### config.mk
export PLATFORM = sky130hd
export DESIGN_NAME = pipeline_stall_controller
export DESIGN_NICKNAME = d
export VERILOG_FILES = /design/src/rtl/pipeline_stall_controller.sv
export SDC_FILE = /design/constraint.sdc
export NUM_CORES = 1
export LEC_CHECK = 0
export BUFFER_PORTS_ARGS = -buffer_cell sky130_fd_sc_hd__buf_4
export CAP_MARGIN = 25
export CORE_MARGIN = 4
export CORE_UTILIZATION = 33
export DETAILED_ROUTE_END_ITERATION = 6
export GPL_TIMING_DRIVEN = 0
export HOLD_SLACK_MARGIN = 0.06
export PLACE_DENSITY = 0.86
export SETUP_SLACK_MARGIN = 0.5
export SLEW_MARGIN = 0
export SYNTH_ARGS = -nofsm -noshare
export SYNTH_HDL_FRONTEND = slang
export SYNTH_SLANG_ARGS = --single-unit
### constraint.sdc
create_clock -name CLK -period 1.5 [get_ports CLK]
set_input_delay 0.3 -clock CLK [delete_from_list [all_inputs] [get_ports CLK]]
set_output_delay 0.3 -clock CLK [all_outputs]
set_load 0.02 [all_outputs]
### src/rtl/pipeline_stall_controller.sv
// Stall/flush sequencer between hazard detection and the pipeline latches.
// Optional performance counters are built when STALL_COUNTERS_EN is defined.
module pipeline_stall_controller #(
    parameter int FLUSH_STAGES = 3,
    parameter int CNT_W        = 32
) (
    input  logic             CLK,
    input  logic             nRST,
    input  logic             freeze,
    input  logic             flush_req,
    input  logic             ihit,
    input  logic             dmem_req,
    input  logic             dhit,
    input  logic             halt_wb,
    output logic             pc_en,
    output logic             ifid_en,
    output logic             idex_en,
    output logic             exmem_en,
    output logic             memwb_en,
    output logic             ifid_flush,
    output logic             idex_flush,
    output logic             exmem_flush,
    output logic             halted,
    output logic [CNT_W-1:0] stall_cycles,
    output logic [CNT_W-1:0] flush_count
);

    localparam logic ST_RUN    = 1'b0;
    localparam logic ST_HALTED = 1'b1;

    localparam logic FL_IDEX  = (FLUSH_STAGES >= 2);
    localparam logic FL_EXMEM = (FLUSH_STAGES >= 3);

    logic state, state_nxt;
    logic pending_flush, pending_nxt;
    logic mem_stall;
    logic run;

    assign mem_stall = dmem_req & ~dhit;
    // nRST gates the outputs directly so they drop the moment reset asserts.
    assign run       = nRST & (state == ST_RUN);

    always_comb begin
        pc_en       = 1'b0;
        ifid_en     = 1'b0;
        idex_en     = 1'b0;
        exmem_en    = 1'b0;
        memwb_en    = 1'b0;
        ifid_flush  = 1'b0;
        idex_flush  = 1'b0;
        exmem_flush = 1'b0;
        halted      = nRST & (state == ST_HALTED);
        state_nxt   = state;
        pending_nxt = pending_flush;
        if (run) begin
            if (mem_stall) begin
                if (flush_req) pending_nxt = 1'b1;
            end else if (halt_wb) begin
                state_nxt   = ST_HALTED;
                pending_nxt = 1'b0;
            end else if (flush_req | pending_flush) begin
                pc_en       = 1'b1;
                ifid_en     = 1'b1;
                idex_en     = 1'b1;
                exmem_en    = 1'b1;
                memwb_en    = 1'b1;
                ifid_flush  = 1'b1;
                idex_flush  = FL_IDEX;
                exmem_flush = FL_EXMEM;
                pending_nxt = 1'b0;
            end else if (freeze) begin
                idex_en     = 1'b1;
                idex_flush  = 1'b1;
                exmem_en    = 1'b1;
                memwb_en    = 1'b1;
            end else if (!ihit) begin
                ifid_en     = 1'b1;
                ifid_flush  = 1'b1;
                idex_en     = 1'b1;
                exmem_en    = 1'b1;
                memwb_en    = 1'b1;
            end else begin
                pc_en       = 1'b1;
                ifid_en     = 1'b1;
                idex_en     = 1'b1;
                exmem_en    = 1'b1;
                memwb_en    = 1'b1;
            end
        end
    end

    always_ff @(posedge CLK or negedge nRST) begin
        if (!nRST) begin
            state         <= ST_RUN;
            pending_flush <= 1'b0;
        end else begin
            state         <= state_nxt;
            pending_flush <= pending_nxt;
        end
    end

`ifdef STALL_COUNTERS_EN
    logic stall_evt, flush_evt;

    assign stall_evt = run & ~pc_en;
    assign flush_evt = run & ~mem_stall & ~halt_wb & (flush_req | pending_flush);

    always_ff @(posedge CLK or negedge nRST) begin
        if (!nRST) begin
            stall_cycles <= '0;
            flush_count  <= '0;
        end else begin
            if (stall_evt) stall_cycles <= stall_cycles + 1'b1;
            if (flush_evt) flush_count  <= flush_count + 1'b1;
        end
    end
`else
    assign stall_cycles = '0;
    assign flush_count  = '0;
`endif

endmodule

* After elaboration in Yosys (flattened, before gate mapping) *
Cells that the tools add are included.
W data, S select, Z words.

word-level totals
  register bits = 2

cells by class
  equal/unequal tests = 1
  mux-type cells = 33
  bitwise gates (word level) = 7
  reduce and logical (&&, ||, !) cells = 3

operators by type and width
  operator              number
  $mux W1               33
  $reduce_and A3 Y1     2
  $and A1 B1 Y1         3
  $not A1 Y1            3
  $reduce_bool A3 Y1    1
  $ne A2 B2 Y1 const B  1
  $or A1 B1 Y1          1

* Longest topological paths before layout *
Gate-level depths: netlist (run 1).

  depth after elaboration = 6
  mapped depth = 4

* Worst setup path before layout (run 1) *
No wires, ideal clock.

  path kind = flip-flop to output port
  from = register state
  to = output idex_en
  arrival = 1,444 ps
  slack = -244 ps
  stages on the path, launching flop included = 4
  buffers on the path = 1
  cell sequence = dfrtp_1 -> nand2b_2 -> nor3_1 -> buf_4

between the ends
  word-level cells in the longest chain between the ends = 3

ends and longest elaborated chain
  item                    line  source
  from (decl)             34    logic state, state_nxt;
  from (signal assigned)  97    state <= state_nxt;
  $not A1 Y1              41    assign run = nRST & (state == ST_RUN);
  $and A1 B1 Y1           41
  $mux W1                 n/a
  to (decl)               17    output logic idex_en,

Every way passes these cells.

* Worst setup path after layout (run 1) *
  from = register pending_flush
  to = output ifid_en

between the ends
  word-level cells in the longest chain between the ends = 5

ends and longest elaborated chain
  item                    line  source
  from (decl)             35    logic pending_flush, pending_nxt;
  from (signal assigned)  98    pending_flush <= pending_nxt;
  $or A1 B1 Y1            61    end else if (flush_req | pending_flush) begin
  $mux W1                 61
  $mux W1                 58    end else if (halt_wb) begin
  $mux W1                 56    if (mem_stall) begin
  $mux W1                 55    if (run) begin
  to (decl)               16    output logic ifid_en,

Every way passes these cells.

==> impl_metrics.tcl, run 1 <==
set metrics [dict create \
    status "finished, violations left" \
    violations "setup timing" \
    numCtsBuffers 3 \
    numPortBuffers 16 \
    final_util_pct 63.31 \
    drtAntennaViolNets 0 \
    critPathKind "reg -> out" \
    ys_ff_latch 2 \
    fin_ws_ns -0.07440 \
    finClkSkew_ns 0.0002790 \
    p_leak_nw 0.7717 \
    syn_inst 87 \
    synth_top_family_by_area "buffers and inverters" \
    initial_utilization_pct 35.19 \
    die-area_sq_um 2938 \
    drive_above_1_share_pct 58.14 \
    synthToLayoutAreaGrowth_pct 79.93 \
    worstPathRequired_ns 1.20 \
    gp_congestion 0.6092 \
    synth.area.top_cells "buf_4, dfrtp_1, a2111oi_4" \
    r2r_slack_ns 0.56 \
    synth_common_cells "buf_4, dfrtp_1, nor3_1, nor4_1" \
    synth-edff-count 0 \
    overflow 0 \
    grt_antenna_before_repair 0 \
    synth_ff_type "dfrtp_1" \
    fill_cells 180 \
    crit_arrival_ns 1.27 \
    crit_path_start_kind "register" \
    clkTransAtPathRegs_ns 0.03 \
    via_per_inst 3.116 \
    max_cap_viol_count 0 \
    grt_pass1_wl_mm 2.228 \
    multiInputGateArea_sq_um 483.0 \
    clock-root-buffer "clkbuf_4" \
    syn_area_per_cell_sq_um 8.097 \
    min_path_type "in -> reg" \
    synth.distinct_cells 19 \
    yosysWarnings 0 \
    die_y_um 54.20 \
    hold_viol 0 \
    setup_tns_ns -0.4176 \
    drtPass1Iterations 2 \
    drt_iter0_markers 2 \
    synth_xor_area_share_pct 0 \
    nets 182 \
    clockBufferDepth 2 \
    slew_violations 0 \
    period_share_pct 105.0 \
    worstSkewPairLatency_ns 0.22 \
    yosys.area.top_type "buf_4" \
    grt_usage_pct 10.53 \
    tritoncts "built" \
    grt_start_max_net_pins 9 \
    num_io_pins 81 \
    critPathMaxFanout 4 \
    grt_pass1_vias 499 \
    yosysSeqAreaShare_pct 7.105 \
    cts_sinks 2 \
    synth-simple-area-share_pct 10.66 \
    diodes 0 \
    power_density_nw_per_um2 458.6 \
    synth_compound_area_share_pct 9.769 \
    ys_async_sr_fraction_pct 100.0 \
    ir_worst_vdd_uv 421.4 \
    setup_violations 7 \
    critPathCaptureType "primary output" \
    regArea_sq_um 50.05 \
    synthMuxAreaShare_pct 0 \
    cts.htree.levels 1 \
    synthAdderAreaFrac_pct 0 \
    syn_area_sq_um 704.4 \
    clock.fmax_ghz 0.6352 \
    routedWlPerCell_um 8.362 \
    die_x_um 54.20 \
    yosysMostFrequentCell "buf_4" \
    vias 620 \
    grt_setup_unrepaired "true" \
    drcViolationCount 0 \
    wl_mm 1.664 \
    core_area_sq_um 2002 \
    rows 16 \
    yosysTopAreaCellShare_pct 70.34 \
    period_needed_ns 1.574 \
]
## cell type report
type	count	share of cell area [%]
Buffer	67	40.87
Multi-Input combinational cell	81	38.10
Clock buffer	3	1.777
Tap cell	27	2.665
Timing Repair Buffer	19	12.64
Sequential cell	2	3.949
## repair_timing
| item | 4_1_cts | 5_1_grt |
|---|---|---|
| gates resized for setup | 5 | 2 |
| endpoints found under the setup margin | 9 | 9 |
| buffers inserted | 2 | 0 |
| hold buffers | 1 | 0 |
| pin swaps | 4 | 4 |
| endpoints found under the hold margin | 2 | 0 |
## cell usage in the layout (no fill, tap or decap)
| cell type | synthesis | layout |
|---|---|---|
| o21bai_1 | 1 | 1 |
| and2_4 | 0 | 1 |
| nand2b_1 | 1 | 1 |
| buf_4 | 66 | 78 |
| clkbuf_4 | 0 | 3 |
| nor3_2 | 0 | 1 |
| and3b_1 | 1 | 1 |
| dlygate4sd3_1 | 0 | 1 |
| conb_1 | 1 | 64 |
| nand2b_4 | 0 | 1 |
| nor2_4 | 0 | 1 |
| a2111oi_4 | 1 | 3 |
| nor4_4 | 0 | 2 |
| buf_6 | 1 | 6 |
| nor3_4 | 0 | 1 |
| nor2b_4 | 0 | 1 |
| or2_4 | 1 | 1 |
| buf_8 | 0 | 1 |
| dfrtp_1 | 2 | 2 |
| nand2_1 | 1 | 1 |
| o22a_1 | 1 | 1 |
## registers in the layout, indices dropped and copies added (netlist names)
signal         count
pending_flush      1
state              1
## per-layer routing
metal  global-route usage, %  wire, um  part of all wire [%]  vias to the layer above
met5                       0         0                     0                        -
met4                   4.979        49                   2.9                        0
met3                   3.047       252                    15                        6
met2                   21.51       970                    58                       48
met1                   8.958       392                    24                      247
li1                        -         -                     -                      319
## worst max-delay path: stages (launching register included)
cell and delay (ns):
dfrtp_1 0.43, nor2_4 0.10, a2111oi_4 0.31, buf_4 0.20
## metrics by stage
stage | area, sq um | hold slack (ns) | cells | total power, mW | worst slack (ns)
global placement | 1192 | 0.1037 | 193 | 0.4194 | 0.03947
CTS | 1259 | 0.3580 | 199 | 0.5669 | -0.1046
detailed placement | 1192 | 0.1071 | 193 | 0.4224 | 0.02228
finish | 1267 | 0.3799 | 199 | 0.5812 | -0.07440
floorplan | 1039 | 0.004409 | 150 | 0.3876 | 0.08120
global route | 1267 | 0.3826 | 199 | 0.6203 | -0.1501
## path summary, 6_finish.rpt
check | endpoint | start | cells past startpoint
hold reg to reg | state | state | 2
max in group asynchronous | pending_flush | nRST | 2
setup / recovery | ifid_en | pending_flush | 3
min in group asynchronous | state | nRST | 2
setup reg to reg | pending_flush | state | 2
hold / removal | state | nRST | 3
## power by group
| group | internal [mW] | switching (mW) | total (mW) | leakage [nW] |
|---|---|---|---|---|
| combinational | 0.163 | 0.221 | 0.383 | 0.737 |
| sequential | 0.0630 | 0.0151 | 0.0781 | 0.0211 |
| clock | 0.0883 | 0.0314 | 0.120 | 0.0138 |
## kinds of logic after synthesis
logic type | Yosys count
AO/OA/AOI/OAI | 5
buffers and inverters | 67
flip-flops | 2
other | 1
AND/OR/NAND/NOR | 12
Note: power is estimated with default switching activity, not from simulation.
==> run 2: changes to the inputs <==
--- a/config.mk
+++ b/config.mk
@@ -5,14 +5,14 @@
 export SDC_FILE = /design/constraint.sdc
 export NUM_CORES = 1
 export LEC_CHECK = 0
-export BUFFER_PORTS_ARGS = -buffer_cell sky130_fd_sc_hd__buf_4
+export BUFFER_PORTS_ARGS = -buffer_cell sky130_fd_sc_hd__buf_2
 export CAP_MARGIN = 25
 export CORE_MARGIN = 4
-export CORE_UTILIZATION = 33
+export CORE_UTILIZATION = 36
 export DETAILED_ROUTE_END_ITERATION = 6
 export GPL_TIMING_DRIVEN = 0
 export HOLD_SLACK_MARGIN = 0.06
-export PLACE_DENSITY = 0.86
+export PLACE_DENSITY = 0.92
 export SETUP_SLACK_MARGIN = 0.5
 export SLEW_MARGIN = 0
 export SYNTH_ARGS = -nofsm -noshare
==> constraint.sdc (replaced) <==
create_clock -name CLK -period 2 [get_ports CLK]
set_input_delay 0.4 -clock CLK [delete_from_list [all_inputs] [get_ports CLK]]
set_output_delay 0.4 -clock CLK [all_outputs]
set_load 0.02 [all_outputs]
==> impl_metrics.tcl, run 2 (same netlist as run 1, synthesis figures left out) <==
set metrics [dict create \
    status "finished, final reports clean" \
    power_density_nw_per_um2 348.2 \
    finClkSkew_ns 0.002149 \
    min_path_type "in -> reg" \
    p_leak_nw 0.7719 \
    place_inst 191 \
    period_share_pct 84.63 \
    via_per_inst 3.050 \
    hold_viol 0 \
    diodes 0 \
    initial_utilization_pct 39.51 \
    critPathCaptureType "primary output" \
    drive_above_1_share_pct 57.47 \
    crit_chain "buf_6, or2_4, a2111oi_4, buf_4" \
    nets 184 \
    ir_worst_vdd_uv 274.4 \
    setup_violations 0 \
    slew_violations 0 \
    setup_tns_ns 0 \
    top_regs "pending_flush (1), state (1)" \
    fill_cells 146 \
    die-area_sq_um 2729 \
    crit_family "compound AO/OA/AOI/OAI gates" \
    worstPathRequired_ns 1.60 \
    numPortBuffers 16 \
    crit_path_start_kind "primary input" \
    drtAntennaViolNets 0 \
    overflow 0 \
    synthToLayoutAreaGrowth_pct 77.97 \
    critPathMaxFanout 2 \
    cpMaxStageDelayCell "a2111oi_4" \
    clockBufferDepth 2 \
    drt_iter0_markers 3 \
    grt_start_max_net_pins 9 \
    worstSkewPairLatency_ns 0.23 \
    max_cap_viol_count 0 \
    crit_arrival_ns 1.29 \
    die_x_um 52.24 \
    grt_pass1_wl_mm 2.456 \
    cts.htree.levels 1 \
    holdWs_ns 0.4919 \
    gp_congestion 0.6086 \
    final_common_cell "buf_4" \
    die_y_um 52.24 \
    dp_hpwl_mm 1.484 \
    critPathKind "in -> out" \
    grt_usage_pct 12.51 \
    routedWlPerCell_um 8.819 \
    grt_setup_unrepaired "true" \
    cts_sinks 2 \
    drtPass1Iterations 4 \
    num_io_pins 81 \
    clock.fmax_ghz 0.5908 \
    grt_antenna_before_repair 0 \
    core_area_sq_um 1783 \
    crit_buf_inv 2 \
    wl_mm 1.755 \
    drcViolationCount 0 \
    grt_pass1_vias 549 \
    rows 15 \
    fin_cells 199 \
    critPathMaxStageDelay_ns 0.35 \
    tritoncts "built" \
    vias 607 \
    numCtsBuffers 3 \
    clock-root-buffer "clkbuf_4" \
    period_needed_ns 1.693 \
    mostFrequentLayoutCells "buf_4, conb_1, buf_2" \
    clkTransAtPathRegs_ns 0.03 \
]
## run 2: changes by cell type in the layout (fill, tap and decap cells not counted), sizes merged
cell  previous run  this run
buf             85        87
## run 2: final cells by class
type	count	area (sq um)	area share, %
buffer	67	506.7	40.42
clock buffer	3	22.52	1.796
multi-input combinational	81	475.5	37.92
sequential	2	50.05	3.992
tap	25	31.28	2.495
timing repair buffer	21	167.7	13.37
## run 2: final timing paths
path / cells past startpoint / startpoint / endpoint / slack [ns]
max reg2reg: 2 / state / pending_flush / 1.06
max in group asynchronous: 2 / nRST / pending_flush / 1.28
min in group asynchronous: 2 / nRST / state / 0.58
max: 4 / ihit / ifid_flush / 0.31
min: 3 / nRST / state / 0.49
min reg2reg: 2 / state / state / 0.61
## run 2: what timing repair did
item                                    in CTS  in global routing
gates resized for setup                     13                  9
gates cloned                                 0                  0
pin swaps                                    3                  3
buffers inserted                             3                  1
endpoints found under the setup margin       8                  8
hold buffers                                 1                  0
hold endpoints to repair                     2                  0
## run 2: power by group
group / switching (mW) / internal (mW) / leakage (nW)
Sequential: 0.00980 / 0.0472 / 0.0211
Combinational: 0.166 / 0.121 / 0.737
Clock: 0.0255 / 0.0665 / 0.0138
Total: 0.201 / 0.235 / 0.772
## run 2: per-stage QoR
stage / util [%] / power (mW) / instance area (sq um) / setup WS (ns)
2_1_floorplan: - / 0.2834 / 994.7 / 0.4393
3_3_place_gp: 62.04 / 0.3006 / 1106 / 0.2962
3_5_place_dp: 62.04 / 0.3038 / 1106 / 0.2608
4_1_cts: 67.51 / 0.4234 / 1204 / 0.2891
5_1_grt: 70.32 / 0.4653 / 1254 / 0.2553
6_report: 70.32 / 0.4365 / 1254 / 0.3074
## run 2: layer usage
metal  vias up  GRT usage [%]  part of all wire [%]
li1        324              -                     -
met1       233          9.811                    23
met2        46          26.15                    59
met3         4          3.989                    16
met4         0          6.383                   2.1
met5         -              0                     0
## run 2: worst min-delay path: stages
cell      delay [ns]
buf_2           0.13
nand2_1         0.06
o21bai_1        0.07
==> run 3: changes to the inputs <==
--- a/config.mk
+++ b/config.mk
@@ -8,11 +8,11 @@
 export BUFFER_PORTS_ARGS = -buffer_cell sky130_fd_sc_hd__buf_2
 export CAP_MARGIN = 25
 export CORE_MARGIN = 4
-export CORE_UTILIZATION = 36
+export CORE_UTILIZATION = 33
 export DETAILED_ROUTE_END_ITERATION = 6
 export GPL_TIMING_DRIVEN = 0
 export HOLD_SLACK_MARGIN = 0.06
-export PLACE_DENSITY = 0.92
+export PLACE_DENSITY = 0.86
 export SETUP_SLACK_MARGIN = 0.5
 export SLEW_MARGIN = 0
 export SYNTH_ARGS = -nofsm -noshare
==> constraint.sdc (replaced) <==
create_clock -name CLK -period 1.7 [get_ports CLK]
set_input_delay 0.34 -clock CLK [delete_from_list [all_inputs] [get_ports CLK]]
set_output_delay 0.34 -clock CLK [all_outputs]
set_load 0.02 [all_outputs]
==> impl_metrics.tcl, run 3 (same netlist as run 1, synthesis figures left out) <==
set metrics [dict create \
    clkTransAtPathRegs_ns 0.03 \
    p_leak_nw 0.7667 \
    min_from "nRST" \
    grt_usage_pct 9.960 \
    dpl_worst_slack_ns 0.1447 \
    via_per_inst 3.080 \
    rr_endpoint "pending_flush" \
    drive_above_1_share_pct 58.38 \
    worstReg2RegStart "state" \
    synthToLayoutAreaGrowth_pct 78.33 \
    critPathMaxFanout 7 \
    final_common_cell "buf_4" \
    whs_endpoint "state" \
    core_area_sq_um 2002 \
    die-area_sq_um 2938 \
    vias 616 \
    max_cap_viol_count 0 \
    holdWs_ns 0.4149 \
    critPathCaptureType "primary output" \
    cts_sinks 2 \
    grt_antenna_before_repair 0 \
    fin_cells 200 \
    fin_ws_ns 0.08772 \
    routedWlPerCell_um 8.405 \
    clock-root-buffer "clkbuf_4" \
    min_path_cells 3 \
    min_path_type "in -> reg" \
    setup_violations 0 \
    slew_violations 0 \
    die_y_um 54.20 \
    grt_pass1_vias 519 \
    clock.fmax_ghz 0.6202 \
    num_io_pins 81 \
    crit_path_start_kind "register" \
    hold_viol 0 \
    power_density_nw_per_um2 399.0 \
    clockBufferDepth 2 \
    initial_utilization_pct 35.19 \
    drt_iter0_markers 2 \
    grt_setup_unrepaired "true" \
    status "finished, final reports clean" \
    period_needed_ns 1.612 \
    setup_tns_ns 0 \
    finClkSkew_ns 0.004855 \
    r2r_slack_ns 0.79 \
    tritoncts "built" \
    drcViolationCount 0 \
    diodes 0 \
    rows 16 \
    top_regs "pending_flush (1), state (1)" \
    ir_worst_vdd_uv 346.1 \
    critPathKind "reg -> out" \
    numCtsBuffers 3 \
    overflow 0 \
    final_util_pct 62.75 \
    die_x_um 54.20 \
    numPortBuffers 16 \
    cts.htree.levels 1 \
    crit_arrival_ns 1.27 \
    worstPathRequired_ns 1.36 \
    period_share_pct 94.84 \
    nets 183 \
    wl_mm 1.681 \
    worstSkewPairLatency_ns 0.23 \
    dp_hpwl_mm 1.451 \
    grt_pass1_wl_mm 2.097 \
    drtAntennaViolNets 0 \
    mostFrequentLayoutCells "buf_4, conb_1, buf_2" \
    drtPass1Iterations 2 \
    grt_start_max_net_pins 9 \
    gp_congestion 0.5981 \
    place_inst 193 \
    r2r_cells 2 \
]
[run 3: power by group]
group | total [mW] | internal, mW | leakage (nW) | switching (mW)
sequential | 0.0689 | 0.0571 | 0.0199 | 0.0118
clock | 0.110 | 0.0783 | 0.0138 | 0.0313
combinational | 0.323 | 0.130 | 0.733 | 0.192
total | 0.501 | 0.266 | 0.767 | 0.236
[run 3: what timing repair did]
item / in CTS / in global routing
setup endpoints to repair: 9 / 9
pin swaps: 5 / 2
hold buffers: 1 / 0
hold endpoints to repair: 2 / 0
gates resized for setup: 15 / 1
buffers inserted: 1 / 2
[run 3: cell type report]
type / count / area (sq um)
Sequential cell: 2 / 51.30
Tap cell: 27 / 33.78
Multi-Input combinational cell: 81 / 480.5
Clock buffer: 3 / 22.52
Fill cell: 175 / 745.7
Buffer: 67 / 518.0
Timing Repair Buffer: 20 / 150.1
[run 3: worst max-delay path by stage]
stage / startpoint / end / slack [ns]
CTS: state / idex_en / 0.05
detailed placement: freeze / ifid_flush / 0.14
global route: state / idex_en / 0.01
finish: state / idex_flush / 0.09
global placement: freeze / ifid_flush / 0.15
floorplan: state / idex_en / 0.24
[run 3: per-layer routing]
metal	vias to the layer above	global-route usage, %	wire (um)
met5	-	0	0
met4	0	6.224	0
met3	0	2.216	237
met2	42	22.51	1056
met1	249	6.504	387
li1	325	-	-
[run 3: critical path, stage by stage (launching register included)]
cell and delay [ns]:
dfrtp_1 0.37, nand2b_4 0.21, buf_4 0.16, nor4_4 0.12, buf_4 0.18
[run 3: through the flow]
step / area [sq um] / total power [mW]
global route: 1256 / 0.5353
global placement: 1152 / 0.3646
CTS: 1240 / 0.4966
floorplan: 1039 / 0.3420
detailed placement: 1152 / 0.3687
finish: 1256 / 0.5013
